<file path="src/rtl/data_mem_responder_if.sv">
// data_mem_responder_if: LSU <-> data memory request/response bundle.
// All per-port fields are packed with port p at [p*WIDTH +: WIDTH].
interface data_mem_responder_if #(
    parameter int NUM_PORTS = 4,
    parameter int ADDR_BITS = 8,
    parameter int DATA_BITS = 8
);
    logic [NUM_PORTS-1:0]           mem_read_valid;
    logic [NUM_PORTS*ADDR_BITS-1:0] mem_read_address;
    logic [NUM_PORTS-1:0]           mem_read_ready;
    logic [NUM_PORTS*DATA_BITS-1:0] mem_read_data;
    logic [NUM_PORTS-1:0]           mem_write_valid;
    logic [NUM_PORTS*ADDR_BITS-1:0] mem_write_address;
    logic [NUM_PORTS*DATA_BITS-1:0] mem_write_data;
    logic [NUM_PORTS-1:0]           mem_write_ready;

    // LSU side: issues requests, receives responses.
    modport master (
        output mem_read_valid, mem_read_address,
        output mem_write_valid, mem_write_address, mem_write_data,
        input  mem_read_ready, mem_read_data, mem_write_ready
    );

    // Memory side: accepts requests, returns responses.
    modport slave (
        input  mem_read_valid, mem_read_address,
        input  mem_write_valid, mem_write_address, mem_write_data,
        output mem_read_ready, mem_read_data, mem_write_ready
    );
endinterface

</file>
<file path="src/rtl/data_mem_responder.sv">
// data_mem_responder: round-robin multi-port on-chip data memory with a
// fixed READ_LATENCY response delay (reads and writes alike).
// Optional MEM_STATS_EN macro adds saturating read/write/stall counters.
module data_mem_responder #(
    parameter int NUM_PORTS    = 4,
    parameter int ADDR_BITS    = 8,
    parameter int DATA_BITS    = 8,
    parameter int READ_LATENCY = 2
) (
    input  logic                  clk,
    input  logic                  reset,
    data_mem_responder_if.slave   bus
`ifdef MEM_STATS_EN
    ,
    output logic [15:0]           stat_reads,
    output logic [15:0]           stat_writes,
    output logic [15:0]           stat_stalls
`endif
);
    typedef enum logic [1:0] {IDLE, WAIT, RESPOND} state_t;

    localparam int unsigned NP       = NUM_PORTS;
    localparam int          RR_BITS  = (NUM_PORTS > 1) ? $clog2(NUM_PORTS) : 1;
    localparam int          CNT_BITS = $clog2(READ_LATENCY + 1);

    state_t                 state      [NUM_PORTS];
    state_t                 state_next [NUM_PORTS];
    logic [CNT_BITS-1:0]    cnt        [NUM_PORTS];
    logic [CNT_BITS-1:0]    cnt_next   [NUM_PORTS];
    logic                   op_read    [NUM_PORTS];
    logic [DATA_BITS-1:0]   rdata_q    [NUM_PORTS];
    logic [DATA_BITS-1:0]   mem        [2**ADDR_BITS];

    logic [RR_BITS-1:0]     rr;
    logic [RR_BITS-1:0]     idx;
    logic [NUM_PORTS-1:0]   eligible;
    logic                   grant_any;
    logic [RR_BITS-1:0]     grant_idx;
    logic                   grant_read;
    logic [ADDR_BITS-1:0]   grant_raddr;
    logic [ADDR_BITS-1:0]   grant_waddr;
    logic [DATA_BITS-1:0]   grant_wdata;

    // Eligibility and round-robin pick of the first eligible port at or after rr.
    always_comb begin
        eligible  = '0;
        grant_any = 1'b0;
        grant_idx = '0;
        idx       = '0;
        for (int unsigned p = 0; p < NP; p++) begin
            eligible[p] = (state[p] == IDLE) &&
                          (bus.mem_read_valid[p] || bus.mem_write_valid[p]);
        end
        for (int unsigned off = 0; off < NP; off++) begin
            idx = RR_BITS'((32'(rr) + off) % NP);
            if (!grant_any && eligible[idx]) begin
                grant_any = 1'b1;
                grant_idx = idx;
            end
        end
    end

    // Operation and operands of the granted port; read wins when both valids are set.
    always_comb begin
        grant_read  = bus.mem_read_valid[grant_idx];
        grant_raddr = bus.mem_read_address[grant_idx*ADDR_BITS +: ADDR_BITS];
        grant_waddr = bus.mem_write_address[grant_idx*ADDR_BITS +: ADDR_BITS];
        grant_wdata = bus.mem_write_data[grant_idx*DATA_BITS +: DATA_BITS];
    end

    // Per-port next state: IDLE -> WAIT -> RESPOND -> IDLE.
    always_comb begin
        for (int unsigned p = 0; p < NP; p++) begin
            state_next[p] = state[p];
            cnt_next[p]   = cnt[p];
            case (state[p])
                IDLE: begin
                    if (grant_any && (grant_idx == RR_BITS'(p))) begin
                        if (READ_LATENCY == 1) begin
                            state_next[p] = RESPOND;
                        end else begin
                            state_next[p] = WAIT;
                            cnt_next[p]   = CNT_BITS'(READ_LATENCY - 1);
                        end
                    end
                end
                WAIT: begin
                    cnt_next[p] = cnt[p] - 1'b1;
                    if (cnt[p] == CNT_BITS'(1)) state_next[p] = RESPOND;
                end
                RESPOND: begin
                    if (!(op_read[p] ? bus.mem_read_valid[p] : bus.mem_write_valid[p]))
                        state_next[p] = IDLE;
                end
                default: state_next[p] = IDLE;
            endcase
        end
    end

    // State, counters, latched op, read data register and rr pointer.
    always_ff @(posedge clk) begin
        if (reset) begin
            for (int unsigned p = 0; p < NP; p++) begin
                state[p]   <= IDLE;
                cnt[p]     <= '0;
                op_read[p] <= 1'b0;
                rdata_q[p] <= '0;
            end
            rr <= '0;
        end else begin
            for (int unsigned p = 0; p < NP; p++) begin
                state[p] <= state_next[p];
                cnt[p]   <= cnt_next[p];
            end
            if (grant_any) begin
                op_read[grant_idx] <= grant_read;
                if (grant_read) rdata_q[grant_idx] <= mem[grant_raddr];
                rr <= (32'(grant_idx) == NP - 1) ? '0 : grant_idx + 1'b1;
            end
        end
    end

    // Memory array write on the grant edge; contents survive reset.
    always_ff @(posedge clk) begin
        if (!reset && grant_any && !grant_read) mem[grant_waddr] <= grant_wdata;
    end

    // Ready is decoded from the registered state, so it still changes only on clock edges.
    always_comb begin
        bus.mem_read_ready  = '0;
        bus.mem_write_ready = '0;
        bus.mem_read_data   = '0;
        for (int unsigned p = 0; p < NP; p++) begin
            bus.mem_read_ready[p]  = (state[p] == RESPOND) &&  op_read[p];
            bus.mem_write_ready[p] = (state[p] == RESPOND) && !op_read[p];
            bus.mem_read_data[p*DATA_BITS +: DATA_BITS] = rdata_q[p];
        end
    end

`ifdef MEM_STATS_EN
    logic stall;

    // A stall cycle has more eligible ports than the single grant can serve.
    always_comb begin
        stall = ($countones(eligible) > 1);
    end

    // Saturating access/stall counters.
    always_ff @(posedge clk) begin
        if (reset) begin
            stat_reads  <= '0;
            stat_writes <= '0;
            stat_stalls <= '0;
        end else begin
            if (grant_any && grant_read && (stat_reads != '1))
                stat_reads <= stat_reads + 16'd1;
            if (grant_any && !grant_read && (stat_writes != '1))
                stat_writes <= stat_writes + 16'd1;
            if (stall && (stat_stalls != '1))
                stat_stalls <= stat_stalls + 16'd1;
        end
    end
`endif
endmodule

</file>
<file path="src/flat_wrapper.sv">
// flat-port wrapper written by rule: the top's interface ports become plain ports
module data_mem_responder_flat 
#(
    parameter int NUM_PORTS    = 4,
    parameter int ADDR_BITS    = 8,
    parameter int DATA_BITS    = 8,
    parameter int READ_LATENCY = 2
)
  (clk, reset, bus_mem_read_valid, bus_mem_read_address, bus_mem_write_valid, bus_mem_write_address, bus_mem_write_data, bus_mem_read_ready, bus_mem_read_data, bus_mem_write_ready);
  data_mem_responder_if #(.NUM_PORTS(NUM_PORTS), .ADDR_BITS(ADDR_BITS), .DATA_BITS(DATA_BITS)) bus_i ();
  input  logic clk;
  input  logic reset;
  input wire logic [$bits(bus_i.mem_read_valid)-1:0] bus_mem_read_valid;
  input wire logic [$bits(bus_i.mem_read_address)-1:0] bus_mem_read_address;
  input wire logic [$bits(bus_i.mem_write_valid)-1:0] bus_mem_write_valid;
  input wire logic [$bits(bus_i.mem_write_address)-1:0] bus_mem_write_address;
  input wire logic [$bits(bus_i.mem_write_data)-1:0] bus_mem_write_data;
  output wire logic [$bits(bus_i.mem_read_ready)-1:0] bus_mem_read_ready;
  output wire logic [$bits(bus_i.mem_read_data)-1:0] bus_mem_read_data;
  output wire logic [$bits(bus_i.mem_write_ready)-1:0] bus_mem_write_ready;
  assign bus_i.mem_read_valid = bus_mem_read_valid;
  assign bus_i.mem_read_address = bus_mem_read_address;
  assign bus_i.mem_write_valid = bus_mem_write_valid;
  assign bus_i.mem_write_address = bus_mem_write_address;
  assign bus_i.mem_write_data = bus_mem_write_data;
  assign bus_mem_read_ready = bus_i.mem_read_ready;
  assign bus_mem_read_data = bus_i.mem_read_data;
  assign bus_mem_write_ready = bus_i.mem_write_ready;
  data_mem_responder #(.NUM_PORTS(NUM_PORTS), .ADDR_BITS(ADDR_BITS), .DATA_BITS(DATA_BITS), .READ_LATENCY(READ_LATENCY)) u_core (.clk(clk), .reset(reset), .bus(bus_i));
endmodule
</file>
<file path="config.mk">
export PLATFORM = sky130hd
export DESIGN_NAME = data_mem_responder_flat
export DESIGN_NICKNAME = d
export VERILOG_FILES = /design/src/rtl/data_mem_responder_if.sv /design/src/rtl/data_mem_responder.sv /design/src/flat_wrapper.sv
export SDC_FILE = /design/constraint.sdc
export NUM_CORES = 2
export LEC_CHECK = 0
export CORE_MARGIN = 4
export CORE_UTILIZATION = 45
export DETAILED_ROUTE_END_ITERATION = 16
export SETUP_SLACK_MARGIN = 0.2
export SYNTH_ARGS = -nofsm -noshare
export SYNTH_HDL_FRONTEND = slang
export SYNTH_SLANG_ARGS = --single-unit
</file>
<file path="constraint.sdc">
create_clock -name clk -period 17.1 [get_ports clk]
set_input_delay 4.275 -clock clk [delete_from_list [all_inputs] [get_ports clk]]
set_output_delay 4.275 -clock clk [all_outputs]
set_load 0.01 [all_outputs]
</file>
## Word level (Yosys, flattened, before mapping)

Memories as Yosys holds them, arrays and structs flattened.
Index checks and enable logic that the tools add are counted.

| operators by class | value |
|---|---|
| reductions and logical operators | 41 |
| muxes and demuxes | 73 |
| bitwise logic cells | 8 |
| shifts and indexed selects | 3 |
| add/subtract/negate cells | 8 |
| equal/unequal tests | 15 |
| order comparisons | 5 |

Operator list:

| cell | number |
|---|---|
| variable part select 32 x 6 -> 8 bit | 3 |
| 2-to-1 mux 2 bit | 31 |
| 2-to-1 mux 1 bit | 28 |
| one-hot mux 2 bit (3 select lines) | 4 |
| logical AND 1 bit | 21 |
| equality test 2 x 1 -> 1 bit, second input constant | 9 |
| one-hot mux 2 bit (2 select lines) | 4 |
| less-than comparator 2 x 3 -> 1 bit, second input constant | 5 |
| equality test 2 bit, second input constant | 6 |
| binary-select mux 1 bit (select 2 bit) | 5 |
| zero test 2 bit | 5 |
| zero test 1 bit | 9 |
| 2-to-1 mux 8 bit | 1 |
| bitwise OR 1 bit | 8 |
| OR reduction 8 bit | 1 |
| subtractor 2 x 1 -> 2 bit, second input constant | 4 |
| adder 2 x 1 -> 2 bit, second input constant | 2 |
| adder 2 bit, second input constant | 2 |
| logical OR 1 bit | 4 |
| OR reduction 1 bit | 1 |

| word-level totals | value |
|---|---|
| memory bits (writable) | 2100 |
| output and inout bits | 40 |
| memories | 5 |
| word-level logic and storage cells | 159 |
| flip-flop bits (word level) | 2 |
| input bits | 106 |

Memory list:

| name | depth | bits a word | read ports | clocked after memory_dff | write ports | line | text |
|---|---|---|---|---|---|---|---|
| u_core.mem | 256 | 8 | 1 | 0 | 1 | data_mem_responder.sv:32 | `logic [DATA_BITS-1:0] mem [2**ADDR_BITS];` |
| u_core.rdata_q | 4 | 8 | 4 | 0 | 4 | data_mem_responder.sv:31 | `logic [DATA_BITS-1:0] rdata_q [NUM_PORTS];` |
| u_core.cnt | 4 | 2 | 4 | 0 | 4 | data_mem_responder.sv:28 | `logic [CNT_BITS-1:0] cnt [NUM_PORTS];` |
| u_core.state | 4 | 2 | 4 | 0 | 4 | data_mem_responder.sv:26 | `state_t state [NUM_PORTS];` |
| u_core.op_read | 4 | 1 | 4 | 0 | 4 | data_mem_responder.sv:30 | `logic op_read [NUM_PORTS];` |

## Longest topological paths before layout

| logic depth | value |
|---|---|
| depth after elaboration | 22 |
| mapped depth | 22 |

## Least setup slack after synthesis

No wires, ideal clock.

| timing | value |
|---|---|
| path type | input to register |
| from | input port bus_mem_read_valid[1] |
| to | memory u_core.mem[0][1] (data pin) |
| path slack | 1.316 ns |
| data required time | 15.369 ns |
| buffers on the path | 4 |
| setup time | 1.731 ns |
| arrival time | 14.053 ns |
| cell stages on the path | 9 |
| cells stage by stage | o21ai_1 a21oi_1 nor2_4 clkbuf_1 clkbuf_1 clkbuf_1 buf_1 nand2_1 a31oi_1 |

| between the ends | value |
|---|---|
| word-level cells in the longest chain between the ends | 15 |
| elaborated cells on any way between the ends | 24 |
| classes of those cells | shift (1); mux (15); reduce/logical (8) |

RTL lines:

| item | line | text |
|---|---|---|
| from (decl) | flat_wrapper.sv:13 | `input wire logic [$bits(bus_i.mem_read_valid)-1:0] bus_mem_read_valid;` |
| logical OR 1 bit (*) | data_mem_responder.sv:52 | `(bus.mem_read_valid[p] \|\| bus.mem_write_valid[p]);` |
| logical AND 1 bit (*) | data_mem_responder.sv:51 | `eligible[p] = (state[p] == IDLE) &&` |
| binary-select mux 1 bit (select 2 bit) | data_mem_responder.sv:56 | `if (!grant_any && eligible[idx]) begin` |
| 2-to-1 mux 1 bit (implied by the code) | data_mem_responder.sv:56 |  |
| 2-to-1 mux 1 bit | data_mem_responder.sv:56 |  |
| zero test 1 bit | data_mem_responder.sv:56 |  |
| logical AND 1 bit | data_mem_responder.sv:56 |  |
| 2-to-1 mux 1 bit | data_mem_responder.sv:56 |  |
| zero test 1 bit | data_mem_responder.sv:56 |  |
| logical AND 1 bit | data_mem_responder.sv:56 |  |
| 2-to-1 mux 1 bit | data_mem_responder.sv:56 |  |
| zero test 1 bit | data_mem_responder.sv:56 |  |
| logical AND 1 bit | data_mem_responder.sv:56 |  |
| 2-to-1 mux 2 bit (*) | data_mem_responder.sv:56 |  |
| variable part select 32 x 6 -> 8 bit (*) | data_mem_responder.sv:68 | `grant_wdata = bus.mem_write_data[grant_idx*DATA_BITS +: DATA_BITS];` |
| net u_core.grant_wdata[1] | data_mem_responder.sv:42 | `logic [DATA_BITS-1:0] grant_wdata;` |
| to (decl) | data_mem_responder.sv:32 |  |

Mark *: on every way through the listed nets, which the timed path passes. The rest lies on a longest branch. The select of a mux whose other input is x is not followed.

==> reports/metrics.yaml <==
clock_sinks: 2102
cp-start-kind: "primary input"
clock_latency_ns: 0.87
clk_transition_reported_paths_ns: 0.06
cp.required_ns: 17.69
synthArstFlopShare: 0
final_cells: 8991
die_w_um: 448
cts_resized: 0
cts_tree: "yes"
ctsHtreeMaxLevel: 4
viasPerCell: 6.51
setup_tns_ns: 0
gp_congestion: 0.959
ys_ff_latch: 2102
crit_slowest_cell: "nor2_4"
drt_wl_total_mm: 306
skew_ns: 0.0336
outcome: "finished with violations"
postSynthAreaPerCell_um2: 13.9
arrival_ns: 11.55
setup_violations: 0
io_buffers: 145
r2r_setup_slack_ns: 9.62
ios: 146
fin_crit_ns: 10.96
grt_usage: 0.299
synthesis.nets: 6365
start_util: 0.452
synthCells: 6251
max_stage_delay_ns: 0.88
syn-cell-area_um2: 87000
timing.final.crit_share: 0.641
maxSlewHeadroom: -0.0742
drc: 0
fp.dieArea_um2: 200000
fillers: 16000
seqCellArea_um2: 62900
maxSlewViolCount: 5
rr_worst_depth: 17
rsz0062_at_grt: "no"
ys_warn_count: 0
cp-startpoint: "bus_mem_read_valid[0]"
crit_buf_inv: 5
antenna_found_initial: 19
path_class: "in2reg"
seq_area_frac_synth: 0.724
ant_nets: 0
drive_above_1_share: 0.0824
placed_cells: 8608
multi_input_area_um2: 21700
crit_path_end_kind: "flop"
cp.depth: 18
maxCapViolations: 2
fp.dieH_um: 448
ys.flop_type: "edfxtp_1"
fmax_ghz: 0.0912
grt.overflow.total: 0
vias: 58500
cp_common_cell: "buf_4"
hold_violations: 0
holdWs_ns: 0.478
nets: 6405
hpwl_mm: 185
grt_max_degree: 209
hold_path.class: "reg2reg"
cts_hold_buf: 0
core_area_um2: 192000
drt_iter0_markers: 9244
cp-endpoint: "u_core.rdata_q[0][5]"
dr.pass1.iters: 7
yosysUniqueCellTypes: 100
wl_per_cell_um: 34.0
grt_pass1_wl_mm: 426
synth_edf_count: 2084
worst_slew_pin_slew_ns: 1.59
post_cts_buffers: 0
r2r_end: "u_core.rdata_q[0][5]"
crit_fanout: 49
timing.rr.start: "u_core.rr[1]"
grt_pass1_vias: 54700
cts_made_buffers: 207
syn_to_final_growth_pct: 11.7
rows: 161
ctsRootBufferMaster: "clkbuf_16"
worstPathCellList: "clkdlybuf4s50_1 -> nor2_1 -> or4_4 -> a311oi_2 -> nor2_4 -> inv_2 -> a221oi_4 -> buf_4 -> nor2_4 -> buf_4 -> buf_4 -> mux2i_1 -> a2111oi_0 -> o21ai_0 -> nand4_1 -> or4_1 -> o32ai_2 -> nor2_1"
path_delay_family: "buffers and inverters"
violations: "max-capacitance violations, max-slew violations"
clock_path_buffers: 3
[flip-flops by register name, summed over array words and instances, names as in the netlist]
signal          count
u_core.op_read      4
u_core.rr           2
u_core.mem       2048
u_core.cnt          8
u_core.rdata_q     32
u_core.state        8
[metrics by stage]
stage | worst slack, ns | instance area [µm²] | util
final | 6.14 | 97200 | 0.505
after global routing | 5.97 | 97200 | 0.505
after CTS | 6.33 | 97200 | 0.505
after detailed placement | 5.44 | 90700 | 0.471
after global placement | 5.29 | 90600 | 0.471
after floorplan | 1.32 | 87000 | -
[kinds of logic (layout without fill, tap and decap cells)]
logic type	count (synthesis)	count (layout)	synth area share
flops	2102	2102	0.724
fa+ha+maj	8	8	0.00115
compound gates	1085	1085	0.0925
mux	307	307	0.0356
simple gates	2266	2266	0.117
other cells	0	9	0
buf+inv	483	688	0.0303
[cells in the mapped netlist, types with 12 or more instances]
cell type | n | area (µm²)
nor2_1 | 360 | 1350
o211ai_1 | 17 | 128
clkbuf_1 | 181 | 679
a2111oi_0 | 43 | 377
a211oi_1 | 202 | 1520
nand3_1 | 360 | 1800
nor3_1 | 50 | 250
a221o_1 | 32 | 320
a32o_1 | 23 | 230
a221oi_1 | 79 | 692
a22oi_1 | 15 | 113
a21o_1 | 12 | 90.1
buf_1 | 24 | 90.1
buf_6 | 54 | 608
buf_2 | 153 | 766
nand4_1 | 40 | 250
dfxtp_1 | 18 | 360
nor2b_1 | 15 | 93.8
edfxtp_1 | 2084 | 62600
nand2_1 | 1099 | 4130
o21ai_0 | 151 | 756
o22ai_1 | 18 | 113
buf_4 | 52 | 390
o2111ai_1 | 41 | 359
inv_1 | 14 | 52.6
a32oi_1 | 32 | 280
mux2i_1 | 300 | 3000
a311oi_1 | 54 | 473
a31oi_1 | 129 | 807
and3_1 | 253 | 1580
nor4_1 | 13 | 81.3
a31o_2 | 23 | 201
a21oi_1 | 119 | 596
[tightest hold or removal path: cells and delay by family, from the launching register on]
family	cells	cell delay [ns]
AOI/OAI and AO/OA	2	0.12
DFF	1	0.31
[worst min path at each step]
stage	startpoint	endpoint	depth (start not counted)
2_1_floorplan	u_core.cnt[0][0]	u_core.cnt[0][0]	1
3_3_place_gp	u_core.cnt[0][0]	u_core.cnt[0][0]	1
3_5_place_dp	u_core.cnt[2][1]	u_core.cnt[2][1]	2
4_1_cts	u_core.cnt[2][1]	u_core.cnt[2][1]	2
5_1_grt	u_core.cnt[1][1]	u_core.cnt[1][1]	2
6_report	u_core.cnt[2][1]	u_core.cnt[2][1]	2
[area by class of cell]
class	count	area share
diodes	9	0.000232
clock buffers	259	0.0557
clock inverters	115	0.0114
inverters	16	0.000618
multi-input cells	3666	0.223
flip-flops and latches	2102	0.647
well taps	2526	0.0325
repair buffers	298	0.0289
[cells in the final DEF (no fill, tap or decap), types with 9 or more instances in the layout]
master,n
inv_1,13
nand2_1,1095
nand4_1,40
a21o_1,12
and3_1,253
a221o_1,31
dfxtp_1,18
nand3_1,360
nor4_1,13
a32oi_1,32
a211oi_1,201
clkinv_2,27
a22oi_1,15
clkbuf_1,50
buf_12,17
o211ai_1,17
o21ai_0,151
diode_2,9
nor2_1,351
nor2b_1,15
a31o_2,23
bufinv_16,16
a221oi_1,79
clkbuf_16,209
clkinv_1,54
nor3_1,48
o2111ai_1,41
buf_4,134
a311oi_1,54
a31oi_1,121
o22ai_1,18
mux2i_1,300
edfxtp_1,2084
clkdlybuf4s50_1,145
a21oi_1,118
a2111oi_0,41
a32o_1,23
[metal layers]
layer,part of all wire,vias to the layer above,track usage
li1,-,24200,-
met1,0.37,29400,0.407
met2,0.44,4243,0.442
met3,0.13,727,0.0834
met4,0.055,4,0.149
met5,0.000088,-,0
Power is not shown: default switching activity piles up to over one toggle a cycle in this logic, so the estimate is an artifact.
